### src/rtl/tpu_pkg.sv
// Shared types and sizing helpers for the TPU sequencing controller.
// The sizing helpers take the systolic dimension N so every block derives
// its counter widths from one place.
package tpu_pkg;

   // Controller phases: host load, MMU compute, result drain.
   typedef enum logic [1:0] {
      ST_IDLE    = 2'd0,
      ST_LOAD    = 2'd1,
      ST_COMPUTE = 2'd2,
      ST_DRAIN   = 2'd3
   } tpu_state_e;

   // Weights occupy the low half of the operand buffer.
   localparam int WEIGHT_BASE = 0;

   // Activations start right after the N*N weights.
   function automatic int act_base(input int n);
      return n * n;
   endfunction

   // Operand buffer address width: 2*N*N bytes.
   function automatic int addr_w(input int n);
      return $clog2(2 * n * n);
   endfunction

   // Result element index width: N*N elements.
   function automatic int idx_w(input int n);
      return $clog2(n * n);
   endfunction

   // Skewed systolic schedule length.
   function automatic int compute_cycles(input int n);
      return 3 * n - 2;
   endfunction

   // Compute step index width, never narrower than one bit.
   function automatic int cyc_w(input int n);
      int c;
      c = $clog2(3 * n - 2);
      return (c < 1) ? 1 : c;
   endfunction

endpackage

### src/rtl/tpu_byte_counter.sv
// Enabled up-counter with terminal-count flag, synchronous clear and
// synchronous load. It saturates at MAX; the owner clears or reloads it.
// Priority: clear, then load, then increment.
module tpu_byte_counter #(
   parameter int W   = 3,
   parameter int MAX = 7
) (
   input  logic         clk,
   input  logic         rst_n,
   input  logic         clr_i,
   input  logic         en_i,
   input  logic         ld_i,
   input  logic [W-1:0] ld_val_i,
   output logic [W-1:0] cnt_o,
   output logic         tc_o
);

   logic [W-1:0] cnt_q, cnt_d;

   assign tc_o  = (cnt_q == W'(MAX));
   assign cnt_o = cnt_q;

   // Next count: clear wins, then load, then a saturating increment.
   always_comb begin
      cnt_d = cnt_q;
      if (clr_i) begin
         cnt_d = '0;
      end else if (ld_i) begin
         cnt_d = ld_val_i;
      end else if (en_i && !tc_o) begin
         cnt_d = cnt_q + 1'b1;
      end
   end

   // Count register.
   always_ff @(posedge clk or negedge rst_n) begin
      if (!rst_n) begin
         cnt_q <= '0;
      end else begin
         cnt_q <= cnt_d;
      end
   end

endmodule

### src/rtl/tpu_seq_ctrl.sv
// Sequencing controller for the tt_um_tpu datapath: loads 2*N*N operand
// bytes, runs the MMU for 3N-2 enabled steps, then drains the 16-bit
// results high byte first.
// Optional build macro TPU_OVERLAP_LOAD_EN: accept the next operand set
// during DRAIN through a separate preload counter.
//
// Handshakes: a byte moves only on a cycle where valid, ready and ena are
// all high at the rising clock edge; valid/ready may change freely otherwise,
// and neither side waits on the other combinationally.
module tpu_seq_ctrl
   import tpu_pkg::*;
#(
   parameter int N = 2,
   localparam int ADDR_W = addr_w(N),
   localparam int IDX_W  = idx_w(N),
   localparam int CYC_W  = cyc_w(N)
) (
   input  logic              clk,
   input  logic              rst_n,
   input  logic              ena,
   input  logic              load_valid,
   input  logic [7:0]        load_data,
   output logic              load_ready,
   output logic              mem_wr_en,
   output logic [ADDR_W-1:0] mem_wr_addr,
   output logic [7:0]        mem_wr_data,
   output logic              mmu_clear,
   output logic              mmu_en,
   output logic [CYC_W-1:0]  mmu_cycle,
   output logic              out_valid,
   input  logic              out_ready,
   output logic [IDX_W-1:0]  out_idx,
   output logic              out_hi,
   output logic              busy,
   output logic              done,
   output logic [1:0]        dbg_state
);

   localparam int LAST_ADDR = 2 * N * N - 1;
   localparam int LAST_CYC  = compute_cycles(N) - 1;

   tpu_state_e state_q, state_d;
   logic       done_q, done_d;
   logic       acc, xfer;

   logic              ld_en, ld_clr, ld_ld, ld_tc;
   logic [ADDR_W-1:0] ld_val, ld_cnt;
   logic              cyc_en, cyc_clr, cyc_tc;
   logic [CYC_W-1:0]  cyc_cnt;
   logic              k_en, k_clr, k_tc;
   logic [ADDR_W-1:0] k_cnt;

`ifdef TPU_OVERLAP_LOAD_EN
   logic              pre_en, pre_clr, pre_tc;
   logic [ADDR_W-1:0] pre_cnt;
   logic              pre_full_q, pre_full_d;
`endif

   // Handshake qualifiers kept outside the FSM block to avoid feedback.
`ifdef TPU_OVERLAP_LOAD_EN
   assign load_ready = (state_q == ST_IDLE) || (state_q == ST_LOAD) ||
                       ((state_q == ST_DRAIN) && !pre_full_q);
   assign mem_wr_addr = (state_q == ST_DRAIN) ? pre_cnt : ld_cnt;
`else
   assign load_ready  = (state_q == ST_IDLE) || (state_q == ST_LOAD);
   assign mem_wr_addr = ld_cnt;
`endif
   assign out_valid   = (state_q == ST_DRAIN);
   assign acc         = load_valid & load_ready & ena;
   assign xfer        = out_valid & out_ready & ena;

   assign mem_wr_en   = acc;
   assign mem_wr_data = load_data;
   assign mmu_cycle   = cyc_cnt;
   assign out_idx     = k_cnt[ADDR_W-1:1];
   assign out_hi      = out_valid & ~k_cnt[0];
   assign busy        = (state_q != ST_IDLE);
   assign done        = done_q;
   assign dbg_state   = state_q;

   // Next-state, MMU strobes and counter controls.
   always_comb begin
      state_d   = state_q;
      done_d    = 1'b0;
      mmu_en    = 1'b0;
      mmu_clear = 1'b0;
      ld_en     = 1'b0;
      ld_clr    = 1'b0;
      ld_ld     = 1'b0;
      ld_val    = '0;
      cyc_en    = 1'b0;
      cyc_clr   = 1'b0;
      k_en      = 1'b0;
      k_clr     = 1'b0;
`ifdef TPU_OVERLAP_LOAD_EN
      pre_en     = 1'b0;
      pre_clr    = 1'b0;
      pre_full_d = pre_full_q;
`endif
      case (state_q)
         ST_IDLE, ST_LOAD: begin
            if (acc) begin
               ld_en = 1'b1;
               if (ld_tc) begin
                  ld_clr  = 1'b1;
                  state_d = ST_COMPUTE;
               end else begin
                  state_d = ST_LOAD;
               end
            end
         end
         ST_COMPUTE: begin
            // Gated by ena so a frozen cycle never counts as an MMU step.
            mmu_en    = ena;
            mmu_clear = ena && (cyc_cnt == '0);
            cyc_en    = ena;
            if (ena && cyc_tc) begin
               cyc_clr = 1'b1;
               state_d = ST_DRAIN;
            end
         end
         ST_DRAIN: begin
            k_en = xfer;
`ifdef TPU_OVERLAP_LOAD_EN
            if (acc) begin
               pre_en = 1'b1;
               if (pre_tc) pre_full_d = 1'b1;
            end
`endif
            if (xfer && k_tc) begin
               k_clr  = 1'b1;
               done_d = 1'b1;
`ifdef TPU_OVERLAP_LOAD_EN
               // A byte accepted on this same cycle still counts.
               pre_clr    = 1'b1;
               pre_full_d = 1'b0;
               if (pre_full_q || (acc && pre_tc)) begin
                  state_d = ST_COMPUTE;
               end else begin
                  state_d = ST_LOAD;
                  ld_ld   = 1'b1;
                  ld_val  = pre_cnt + ADDR_W'(acc);
               end
`else
               state_d = ST_IDLE;
`endif
            end
         end
         default: state_d = ST_IDLE;
      endcase
   end

   // State and done-pulse registers; done self-clears even with ena low.
   always_ff @(posedge clk or negedge rst_n) begin
      if (!rst_n) begin
         state_q <= ST_IDLE;
         done_q  <= 1'b0;
      end else begin
         state_q <= state_d;
         done_q  <= done_d;
      end
   end

`ifdef TPU_OVERLAP_LOAD_EN
   // Marks a complete preloaded operand set during DRAIN.
   always_ff @(posedge clk or negedge rst_n) begin
      if (!rst_n) begin
         pre_full_q <= 1'b0;
      end else begin
         pre_full_q <= pre_full_d;
      end
   end

   tpu_byte_counter #(.W(ADDR_W), .MAX(LAST_ADDR)) u_pre_cnt (
      .clk      (clk),
      .rst_n    (rst_n),
      .clr_i    (pre_clr),
      .en_i     (pre_en),
      .ld_i     (1'b0),
      .ld_val_i ('0),
      .cnt_o    (pre_cnt),
      .tc_o     (pre_tc)
   );
`endif

   tpu_byte_counter #(.W(ADDR_W), .MAX(LAST_ADDR)) u_load_cnt (
      .clk      (clk),
      .rst_n    (rst_n),
      .clr_i    (ld_clr),
      .en_i     (ld_en),
      .ld_i     (ld_ld),
      .ld_val_i (ld_val),
      .cnt_o    (ld_cnt),
      .tc_o     (ld_tc)
   );

   tpu_byte_counter #(.W(CYC_W), .MAX(LAST_CYC)) u_cyc_cnt (
      .clk      (clk),
      .rst_n    (rst_n),
      .clr_i    (cyc_clr),
      .en_i     (cyc_en),
      .ld_i     (1'b0),
      .ld_val_i ('0),
      .cnt_o    (cyc_cnt),
      .tc_o     (cyc_tc)
   );

   tpu_byte_counter #(.W(ADDR_W), .MAX(LAST_ADDR)) u_drain_cnt (
      .clk      (clk),
      .rst_n    (rst_n),
      .clr_i    (k_clr),
      .en_i     (k_en),
      .ld_i     (1'b0),
      .ld_val_i ('0),
      .cnt_o    (k_cnt),
      .tc_o     (k_tc)
   );

endmodule

### config.mk
export PLATFORM = sky130hd
export DESIGN_NAME = tpu_seq_ctrl
export DESIGN_NICKNAME = d
export VERILOG_FILES = /design/src/rtl/tpu_pkg.sv /design/src/rtl/tpu_byte_counter.sv /design/src/rtl/tpu_seq_ctrl.sv
export SDC_FILE = /design/constraint.sdc
export NUM_CORES = 1
export LEC_CHECK = 0
export CORE_MARGIN = 4
export CORE_UTILIZATION = 37
export DETAILED_ROUTE_END_ITERATION = 8
export GPL_ROUTABILITY_DRIVEN = 0
export GPL_TIMING_DRIVEN = 1
export HOLD_SLACK_MARGIN = 0.15
export PLACE_DENSITY = 0.82
export SETUP_SLACK_MARGIN = 0.05
export SYNTH_ARGS = -nofsm -noshare
export SYNTH_HDL_FRONTEND = slang
export SYNTH_HIERARCHICAL = 1
export SYNTH_SLANG_ARGS = --single-unit
### constraint.sdc
create_clock -name clk -period 1.6 [get_ports clk]
set_clock_uncertainty 0.15 [all_clocks]
set_input_delay 0.4 -clock clk [delete_from_list [all_inputs] [get_ports clk]]
set_output_delay 0.4 -clock clk [all_outputs]
set_load 0.02 [all_outputs]
Word level (Yosys, flattened, before mapping)
Cells that the tools add are included.
- register bits after elaboration: 11
- latch bits: 0
- memory bits (writable): 0
- ROM bits: 0
- input bits: 13
- output and inout port bits: 25
- logic and storage cells: 64
- memories: 0
- add/subtract/negate cells: 3
- multipliers: 0
- divide/modulo/power cells: 0
- $lt $le $gt $ge: 0
- eq/ne operators: 9
- shift operators: 0
- muxes and demuxes: 23
- bitwise gates (word level): 6
- reduce and logical (&&, ||, !) cells: 18
- operators with widths (kind ; number):
    $mux 1 ; 12
    $mux 2 ; 6
    $mux 3 ; 4
    $reduce_bool 2->1 ; 4
    $add 3x1->3 const B ; 2
    $eq 2x2->1 const B ; 3
    $eq 3x3->1 const B ; 2
    $logic_and 1x1->1 ; 6
    $pmux 2 s3 ; 1
    $and 1x1->1 ; 5
    $logic_not 2->1 ; 2
    $ne 2x2->1 const B ; 2
    $logic_not 1->1 ; 3
    $reduce_and 3->1 ; 1
    $add 2x1->2 const B ; 1
    $eq 2x1->1 const B ; 1
    $ne 2x1->1 const B ; 1
    $reduce_or 2->1 ; 1
    $logic_or 1x1->1 ; 1
    $not 1->1 ; 1

Depth between registers and ports, before layout
- depth after elaboration: 9
- depth in mapped cells: 5
- depth with buffers taken out: 5

Modules after synthesis
Netlist, hierarchy kept.
- modules (own cells, without submodules) (module ; instances ; cells an instance ; area an instance (um^2) ; seq. area each (um^2)):
    tpu_byte_counter (u_drain_cnt ...) ; 2 ; 19 ; 219.0 ; 75.1
    tpu_seq_ctrl ; 1 ; 28 ; 272.8 ; 75.1
    tpu_byte_counter (u_cyc_cnt) ; 1 ; 12 ; 132.6 ; 50.0

Worst setup path after synthesis
OpenSTA, ideal clock, no wires.
- kind: register to output
- start point: register state_q[1], in the netlist dbg_state[1]
- end point: output mmu_clear
- data arrival time: 1.578 ns
- data required time: 1.050 ns
- path slack: -0.528 ns
- cell stages (with the launch flop): 4
- path buffers: 0
- cell sequence: dfrtp_1 > inv_1 > nor3b_2 > nor3b_2
- cells in the longest elaborated chain, start to end: 2
- ends and longest elaborated chain (item ; line ; RTL):
    from (decl) ; tpu_seq_ctrl.sv:42 ; tpu_state_e state_q, state_d;
    from (signal assigned) ; tpu_seq_ctrl.sv:159 ; state_q <= state_d;
    $eq 2x2->1 ; tpu_seq_ctrl.sv:100 ; case (state_q)
    $mux 1 ; tpu_seq_ctrl.sv:100 ;
    to (decl) ; tpu_seq_ctrl.sv:27 ; output logic mmu_clear,
No other way between the ends.

Worst setup path in the final report
Same ends and word-level chain as after synthesis.

==> impl_metrics.py <==
metrics = {
    "critical_path": {
        "path_max_fanout": 2,
        "worstPathArrival_ns": 1.27,
        "worstSetupPathType": "register to primary output",
        "worstPathRequired_ns": 1.05,
        "end_kind": "primary output",
        "startpoint_type": "register",
    },
    "finish": {
        "drive_above_1_share_pct": 65.67,
        "n_fill_cell": 166,
        "syn_to_final_growth_pct": 76.26,
        "layout.nets": 153,
        "seqCellArea_sq_um": 281.5,
        "final_area_sq_um": 1486,
        "antenna_cells": 0,
        "multi_input_area_sq_um": 673.1,
    },
    "synthesis": {
        "ys_types": 26,
        "netlist_area_sq_um": 843.3,
        "ys_seq_area_share_pct": 32.64,
        "ys_seq_elements": 11,
        "syn_inst": 78,
        "synth.yosys.warnings": 6,
        "synth_area_per_cell_sq_um": 10.81,
    },
    "clocking": {
        "clockRootBuffer": "clkbuf_4",
        "clkTransAtPathRegs_ns": 0.08,
        "clkLatencyLatePin_ns": 0.27,
        "cts_buffer_depth": 2,
        "cts_tree": "built",
        "clock_sinks": 11,
        "cts.htree.levels": 1,
        "numCtsBuffers": 3,
        "cts_hold_buf": 0,
    },
    "floorplanning": {
        "fp.dieArea_sq_um": 3107,
        "initial_core_util_pct": 38.49,
        "boundaryPins": 38,
        "row_count": 17,
        "die_x_um": 55.74,
        "die_h_um": 55.74,
        "coreArea_sq_um": 2191,
    },
    "sta": {
        "setup_ws_ns": -0.2241,
        "setup_viol": 11,
        "drv_slew": 0,
        "setup_tns_ns": -1.234,
        "period_minus_slack_ns": 1.824,
        "rsz0062_at_grt": "yes",
        "hold_viol": 0,
        "fmax_mhz": 548.2,
        "fin_crit_sh_pct": 114.0,
    },
    "place": {
        "placed_area_sq_um": 1237,
        "portBuffers": 21,
        "dp_hpwl_um": 1460,
    },
    "job": {
        "max-cap-violations": 0,
    },
    "route": {
        "drtIter0Drc": 14,
        "drt_first_pass_iters": 4,
        "wirelength_um": 2266,
        "wl_per_cell_um": 13.99,
        "final_antenna_net_count": 0,
        "vias": 735,
        "route.detailed.drc": 0,
        "via_per_inst": 4.537,
    },
    "worst_hold_path": {
        "hold_path_class": "primary input to async pin",
    },
    "grt": {
        "antenna_found_initial": 0,
        "grt_pass1_wl_um": 3650,
        "grt_overflow_total": 0,
        "grt_pass1_vias": 777,
        "grt_max_degree": 12,
        "grt_usage_pct": 14.81,
    },
    "status": {
        "violations": "negative setup slack",
        "status": "finished with violations",
    },
    "power_and_ir_drop": {
        "power.leakage_uw": 0.0006403,
        "p_per_area_nw_per_um2": 1249,
        "worst_ir_drop_vdd_v": 0.0006933,
    },
}
layout make-up:
cell class / count / share of cell area, %
Clock buffer: 4 / 1.768
Inverter: 9 / 2.273
Multi-Input combinational cell: 62 / 45.29
Sequential cell: 11 / 18.94
Tap cell: 28 / 2.357
Timing Repair Buffer: 48 / 29.38
worst max-delay path, stage by stage, from the launching register on:
cell	delay (ns)
dfrtp_2	0.38
inv_2	0.06
nor3b_4	0.21
nor3b_4	0.22
buf_6	0.14
power by group:
group          internal (uW)  switching [uW]
clock                   96.5            93.1
combinational            702             528
sequential               353            85.0
cells in the final DEF, fill, tap and decap left out, drive strengths merged, types with 3 or more instances in the layout:
cell      n
a2111oi   5
ha        5
conb     15
a21oi     4
inv       9
dfrtp    11
nor3      6
o21a      3
clkbuf    7
and2      4
nor3b     7
buf      40
kinds of logic after synthesis:
kind of cell / count (synthesis) / share of synthesized area, %
flip-flops: 11 / 32.64
multiplexers: 1 / 1.335
buffers and inverters: 19 / 12.91
XOR/XNOR: 3 / 3.116
AO/OA/AOI/OAI: 13 / 14.84
AND/OR/NAND/NOR: 25 / 27.30
adder cells (fa/ha/maj): 5 / 7.418
other: 1 / 0.4447
routing by layer:
| layer | track usage [%] | wire length [um] | vias to the layer above |
|---|---|---|---|
| met2 | 27.53 | 1257 | 19 |
| met1 | 15.01 | 867 | 351 |
| li1 | - | - | 363 |
| met5 | 0 | 0 | - |
| met3 | 3.480 | 120 | 2 |
| met4 | 7.986 | 21 | 0 |
worst paths after layout:
check | from | end | slack, ns | cells after the start
max | dbg_state[1] | mmu_clear | -0.22 | 4
min reg2reg | dbg_state[0] | dbg_state[0] | 0.48 | 2
max in group asynchronous | rst_n | dbg_state[0] | 0.85 | 2
min in group clk | ena | dbg_state[0] | 0.43 | 4
min | rst_n | u_load_cnt/cnt_o[2] | 0.27 | 2
max reg2reg | u_drain_cnt/cnt_o[0] | u_drain_cnt/cnt_o[1] | -0.06 | 6
stage by stage:
step           power, uW  utilization, %  cells  setup slack (ns)  hold slack (ns)
3_5_place_dp        1376           56.48    148           -0.8906           0.4570
5_1_grt             1973           67.85    162           -0.3044           0.3018
2_1_floorplan      944.9               -     92           -0.2673         -0.04559
6_report            1857           67.85    162           -0.2241           0.2717
3_3_place_gp        1345           56.48    148           -0.8318           0.4361
4_1_cts             1733           63.96    158           -0.2159           0.2723
synth_stat cells, drive strengths merged:
library cell / number / area, sq um
dfrtp: 11 / 275.3
buf: 10 / 75.07
inv: 9 / 33.78
nor3b: 7 / 82.58
nor3: 6 / 35.03
a2111oi: 5 / 75.07
ha: 5 / 62.56
a21oi: 4 / 20.02
and2: 4 / 30.03
o21a: 3 / 22.52
and3b: 2 / 18.77
nand2b: 2 / 27.53
nor2b: 2 / 20.02
xnor2: 2 / 17.52
and4: 1 / 10.01
conb: 1 / 3.750
mux2: 1 / 11.26
o21bai: 1 / 7.510
or2: 1 / 6.260
xor2: 1 / 8.760
flip-flops by register name, summed over array words and instances (netlist names):
signal	count
u_cyc_cnt/cnt_o	2
u_drain_cnt/cnt_o	3
done	1
u_load_cnt/cnt_o	3
dbg_state	2
timing repair:
item | in CTS | in global routing
buffers inserted | 6 | 5
resized for setup | 99 | 20
setup endpoints to repair | 27 | 25
pin swaps | 5 | 4
No activity file was read; power rests on OpenSTA's default activity.
